`src/rtl/seq_tx.sv`:
```
// Serial frame transmitter: loads a frame over a valid/ready handshake, shifts it out MSB-first,
// and flags emitted-bit history matches of 101 / 110 with a saturating hit counter.
module seq_tx #(
  parameter int WIDTH = 8
) (
  input  logic             clk,
  input  logic             reset,
  input  logic             load_valid,
  output logic             load_ready,
  input  logic [WIDTH-1:0] load_data,
  input  logic [3:0]       load_len,
  output logic             w,
  output logic             w_valid,
  output logic             done,
  output logic             hit,
  output logic [7:0]       hit_count,
  output logic [1:0]       state_dbg
);

  // Handshake: a frame transfers on a rising edge where load_valid and load_ready are both 1;
  // load_ready is high only while idle, and load_valid is ignored whenever load_ready is low.

  typedef enum logic [1:0] {
    S_IDLE  = 2'd0,
    S_SHIFT = 2'd1,
    S_DONE  = 2'd2
  } state_e;

  localparam logic [3:0] LEN_MAX = 4'(WIDTH);

  state_e             state_q, state_d;
  logic [WIDTH-1:0]   shreg_q, shreg_d;
  logic [3:0]         cnt_q, cnt_d;
  logic [1:0]         hist_q, hist_d;
  logic [1:0]         hist_n_q, hist_n_d;
  logic               load_ready_q, load_ready_d;
  logic               w_q, w_d;
  logic               w_valid_q, w_valid_d;
  logic               done_q, done_d;
  logic               hit_q, hit_d;
  logic [7:0]         hit_count_q, hit_count_d;

  logic               accept;
  logic [3:0]         len_eff;

  assign accept  = load_valid && load_ready_q;
  assign len_eff = (load_len > LEN_MAX) ? LEN_MAX : load_len;

  // State register; every output is a flop so there is no input-to-output path.
  always_ff @(posedge clk or negedge reset) begin
    if (!reset) begin
      state_q      <= S_IDLE;
      shreg_q      <= '0;
      cnt_q        <= '0;
      hist_q       <= '0;
      hist_n_q     <= '0;
      load_ready_q <= 1'b1;
      w_q          <= 1'b0;
      w_valid_q    <= 1'b0;
      done_q       <= 1'b0;
      hit_q        <= 1'b0;
      hit_count_q  <= '0;
    end else begin
      state_q      <= state_d;
      shreg_q      <= shreg_d;
      cnt_q        <= cnt_d;
      hist_q       <= hist_d;
      hist_n_q     <= hist_n_d;
      load_ready_q <= load_ready_d;
      w_q          <= w_d;
      w_valid_q    <= w_valid_d;
      done_q       <= done_d;
      hit_q        <= hit_d;
      hit_count_q  <= hit_count_d;
    end
  end

  // Next-state: cnt_q holds the bits still to present, including the one currently on w.
  always_comb begin
    state_d = state_q;
    shreg_d = shreg_q;
    cnt_d   = cnt_q;
    case (state_q)
      S_IDLE: begin
        if (accept) begin
          shreg_d = load_data;
          cnt_d   = len_eff;
          state_d = (len_eff == 4'd0) ? S_DONE : S_SHIFT;
        end
      end
      S_SHIFT: begin
        shreg_d = shreg_q << 1;
        cnt_d   = cnt_q - 4'd1;
        if (cnt_q <= 4'd1) begin
          state_d = S_DONE;
        end
      end
      S_DONE: begin
        state_d = S_IDLE;
      end
      default: begin
        state_d = S_IDLE;
      end
    endcase
  end

  // Outputs are registered from the next state, so they line up with the state they describe.
  always_comb begin
    load_ready_d = (state_d == S_IDLE);
    w_valid_d    = (state_d == S_SHIFT);
    w_d          = w_valid_d & shreg_d[WIDTH-1];
    done_d       = (state_d == S_DONE);
    hist_d       = hist_q;
    hist_n_d     = hist_n_q;
    hit_d        = 1'b0;
    hit_count_d  = hit_count_q;
    if (w_valid_q) begin
      hit_d  = (hist_n_q == 2'd2) &&
               (({hist_q, w_q} == 3'b101) || ({hist_q, w_q} == 3'b110));
      hist_d = {hist_q[0], w_q};
      if (hist_n_q != 2'd2) begin
        hist_n_d = hist_n_q + 2'd1;
      end
    end
    if (hit_d && (hit_count_q != 8'hFF)) begin
      hit_count_d = hit_count_q + 8'd1;
    end
  end

  assign load_ready = load_ready_q;
  assign w          = w_q;
  assign w_valid    = w_valid_q;
  assign done       = done_q;
  assign hit        = hit_q;
  assign hit_count  = hit_count_q;
  assign state_dbg  = state_q;

endmodule

```
`config.mk`:
```
export PLATFORM = sky130hd
export DESIGN_NAME = seq_tx
export DESIGN_NICKNAME = d
export VERILOG_FILES = /design/src/rtl/seq_tx.sv
export SDC_FILE = /design/constraint.sdc
export NUM_CORES = 1
export LEC_CHECK = 0
export ABC_CLOCK_PERIOD_IN_PS = 2110
export BUFFER_PORTS_ARGS = -buffer_cell sky130_fd_sc_hd__buf_2
export CORE_ASPECT_RATIO = 0.8
export CORE_MARGIN = 1
export CORE_UTILIZATION = 53
export CTS_CLUSTER_DIAMETER = 150
export CTS_CLUSTER_SIZE = 24
export DETAILED_ROUTE_END_ITERATION = 10
export PLACE_DENSITY = 0.85
export SLEW_MARGIN = 20
export SYNTH_ARGS = -nofsm -noshare
export SYNTH_HDL_FRONTEND = slang
export SYNTH_SLANG_ARGS = --single-unit
```
`constraint.sdc`:
```
create_clock -name clk -period 2.11 [get_ports clk]
set_input_delay 0.3165 -clock clk [delete_from_list [all_inputs] [get_ports clk]]
set_output_delay 0.3165 -clock clk [all_outputs]
set_load 0.01 [all_outputs]
```
==> results.md <==
- The flow ran to the end, and the final reports show no timing, DRC or antenna violations.
- Setup repair after global routing left no endpoint under its margin.
- The area of the die is 3000 sq um.
- The area growth from synthesis to layout is 16.8%.
- In this run, post-CTS repair resized a total of 0 instances.
- Once detail routing completed, the nets flagged for antenna violations numbered 0.
- Clock skew on the completed layout was measured at 0.0133 ns.
- The number of sinks driven by the clock tree is 31.
- The utilization after layout is 0.678.
- For this block, the routed nets add up to 3120 um of wire.
- The synthesized flop and latch total is 31.
- Summed over all failing endpoints, the final setup total negative slack is 0 ns.
- Before antenna repair, the detailed router went through 5 iterations.
- The overall die width is 61.0 um.
- The weighted congestion reported at the end of routability-driven placement is 0.783.
- The synthesized design contains 0 enable-type register cells.
- The async set-reset flop share out of synthesis is 1.00.
- The half-perimeter wire length of the detailed placement result is 2260 um.
- The total nets after synthesis is 159.
- The number of buffers inserted by post-CTS setup repair is 0.
- For this design the static power due to leakage is 0.848 nW.
- The root cell of the clock tree is sky130_fd_sc_hd__clkbuf_4.
- The fmax is 0.596 GHz.
- The TritonCTS clock tree is done.
- For this run, the register share of the synthesized area comes to 0.526.
- The data required time of the critical path is 2.34 ns.
- The top-level I/O count is 30.
- The worst setup path category is register to register.
- The type of the most critical hold path is primary input to async pin.
- The actual transition at the worst max-transition pin is 0.668 ns.
- The gate count after technology mapping is 140.
- Of the cells placed in the final design, the portion with a size suffix greater than 1 is 0.286.
- The worst setup path is captured at a register.
- The worst setup path is launched from a register.
- The synthesized-area fraction occupied by and/or/nand/nor cells is 0.186.
- The floorplan core area is 2540 sq um.
- Entering global routing, the biggest net connects 32 pins.
- At the worst endpoint, the arrival time is 1.90 ns.
- The synthesized area divided by synthesized cell count is 10.5 sq um.
- The initial antenna violation count came to 0.
- The total setup violations reported at the end of the flow is 0.
- The post-route non-filler standard cell count is 211.
- The most frequently used flop master after synthesis is sky130_fd_sc_hd__dfrtp_1.
- The design draws 0.00220 W.
- Summing every instance area after synthesis gives 1480 sq um.
- The number of different library cells in the post-synthesis netlist is 41.
- The maximum level of the CTS H-tree is 2.
- At the later pin of the worst-skew pair, clock insertion delay measures 0.34 ns.
- The shortest clock period the worst path allows after layout is 1.68 ns.
- The max-slew violation count is 0.
- The overflow left after global routing is 0.
- The number of instances in the placed design is 203.
- The first global-routing pass estimated 5220 um of wire.
- The count of port buffers added during placement is 29.
- The number of remaining DRC errors is 0.
- The floorplan row count is 16.
- The average via count per standard cell is 5.47.
- The share of the synthesized area in compound gates (AO/OA/AOI/OAI) is 0.141.
- Of all nets on the critical path, the largest fanout is 5.
- Buffers inserted to repair hold after CTS numbered 0.
- Dividing the final minimum period by the clock period gives 0.795.
- The areal power density over the cells is 1270 nW/um^2.
- The routed layout has 1154 vias.
- The net count of the finished layout is 193.
- The number of inserted diodes is 0.
- The first routing iteration left 11 violations.
- Of the total synthesized cell area, the portion taken by full adders, half adders and majority gates is 0.0339.
- Across the VDD grid, the largest voltage drop is 0.000653 V.
- The count of warnings emitted by yosys is 0.
- The largest family of logic cells by synthesized area is simple AND/OR/NAND/NOR gates.
- The via count of the first global-routing pass is 1126.
- Of the total synthesized cell area, the portion taken by XOR and XNOR cells is 0.0415.
- The height of the die is 49.2 um.
- The deepest clock path buffer count is 2.
- The effective utilization at floorplan is 0.581.
- Measured against the total synthesized area, the mux share comes to 0.0373.
- The CTS clock-pin slew for the worst setup and hold paths is 0.11 ns.
- The relative max-transition margin is 0.555.
- The tool flagged a number of max-cap violations equal to 0.
- The number of buffers inserted during clock tree synthesis is 5.
- After detailed routing, the average wire length per cell comes to 14.8 um.
- The final hold violation count came to 0.
- In the global route stage, overall resource usage came out at 0.248.
[synthesized netlist by cell type (all sizes together), types with 2 or more instances]
cell type	instances	share of area
a211oi	2	0.014
a21oi	14	0.047
and3	2	0.0085
and4	2	0.014
buf	2	0.0068
clkbuf	2	0.0051
dfrtp	30	0.51
ha	4	0.034
inv	9	0.023
mux2	4	0.031
nand2	10	0.027
nand2b	2	0.0085
nand3	3	0.010
nand4	2	0.0085
nor2	9	0.025
nor2b	2	0.0085
nor3	5	0.017
nor3b	6	0.031
nor4	2	0.019
o21ai	7	0.024
o22a	3	0.018
xnor2	3	0.018
xor2	4	0.024
[logic make-up (layout without fill, tap and decap cells)]
group                      after synthesis  in the layout
muxes                                    5              5
and+or+nand+nor                         47             47
AOI/OAI and AO/OA                       33             33
xor gates and xnor gates                 7              7
buffers and inverters                   13             48
DFF                                     31             31
adders and majority gates                4              4
[per-stage QoR]
step	instance area [sq um]	setup WS, ns	hold WS (ns)
2_1_floorplan	1480	0.503	0.0209
3_3_place_gp	1660	0.517	0.386
3_5_place_dp	1660	0.449	0.391
4_1_cts	1720	0.433	0.0147
5_1_grt	1720	0.324	0.0376
6_report	1720	0.433	0.000213
[flip-flops by register name, summed over array words and instances (netlist names)]
name	count
load_ready	1
state_dbg	2
hit	1
done	1
shreg_q	8
w	1
hit_count	8
hist_n_q	2
hist_q	2
cnt_q	4
w_valid	1
[final cells by class]
| class | count | area, sq um |
|---|---|---|
| clock buffer | 7 | 55.1 |
| tap | 36 | 45.0 |
| fill | 198 | 818 |
| inverter | 9 | 33.8 |
| multi-input combinational | 96 | 648 |
| clock inverter | 1 | 5.00 |
| timing repair buffer | 31 | 160 |
| sequential | 31 | 777 |
[path summary, 6_finish.rpt]
check | slack, ns | start | depth (start not counted) | to
min in group clk | 0.25 | load_data[0] | 2 | shreg_q[0]
worst max register to register | 0.43 | hit_count[0] | 4 | hit_count[1]
worst min register to register | 0.49 | hist_n_q[0] | 1 | hist_n_q[0]
max in group asynchronous | 1.67 | reset | 1 | cnt_q[0]
worst min-delay path | 0.0002 | reset | 1 | shreg_q[7]
worst max-delay path | 0.43 | hit_count[0] | 4 | hit_count[1]
[metal layers]
layer | vias up | part of all wire | track usage
li1 | 565 | - | -
met1 | 558 | 0.45 | 0.333
met2 | 27 | 0.49 | 0.353
met5 | - | 0 | 0
met4 | 0 | 0.0093 | 0.0985
met3 | 4 | 0.049 | 0.101
[critical path, stage by stage (launching register included)]
cell	delay [ns]
sky130_fd_sc_hd__dfrtp_1	0.44
sky130_fd_sc_hd__ha_1	0.24
sky130_fd_sc_hd__and3_1	0.19
sky130_fd_sc_hd__a211oi_2	0.33
sky130_fd_sc_hd__mux2_2	0.38
[report_power, final]
group / switching [W] / leakage, nW / internal (W)
combinational: 0.000496 / 0.418 / 0.000353
clock: 0.000207 / 0.0353 / 0.000161
sequential: 0.000183 / 0.395 / 0.000797
total: 0.000886 / 0.848 / 0.00131
[placed cells by master, fill, tap and decap left out, types with 2 or more instances in the layout]
cell,instances
sky130_fd_sc_hd__xnor2_1,3
sky130_fd_sc_hd__inv_1,7
sky130_fd_sc_hd__dfrtp_1,30
sky130_fd_sc_hd__nand2_1,9
sky130_fd_sc_hd__o21ai_0,7
sky130_fd_sc_hd__mux2_2,3
sky130_fd_sc_hd__xor2_1,4
sky130_fd_sc_hd__nor3b_1,6
sky130_fd_sc_hd__buf_2,29
sky130_fd_sc_hd__nor3_1,5
sky130_fd_sc_hd__nor2b_1,2
sky130_fd_sc_hd__and3_1,2
sky130_fd_sc_hd__nand4_1,2
sky130_fd_sc_hd__o22a_1,3
sky130_fd_sc_hd__nand3_1,3
sky130_fd_sc_hd__nor2_1,8
sky130_fd_sc_hd__clkbuf_4,5
sky130_fd_sc_hd__buf_4,2
sky130_fd_sc_hd__a21oi_1,14
sky130_fd_sc_hd__nand2b_1,2
sky130_fd_sc_hd__ha_1,4
sky130_fd_sc_hd__inv_2,2
Power figures use the tool's default switching activity.
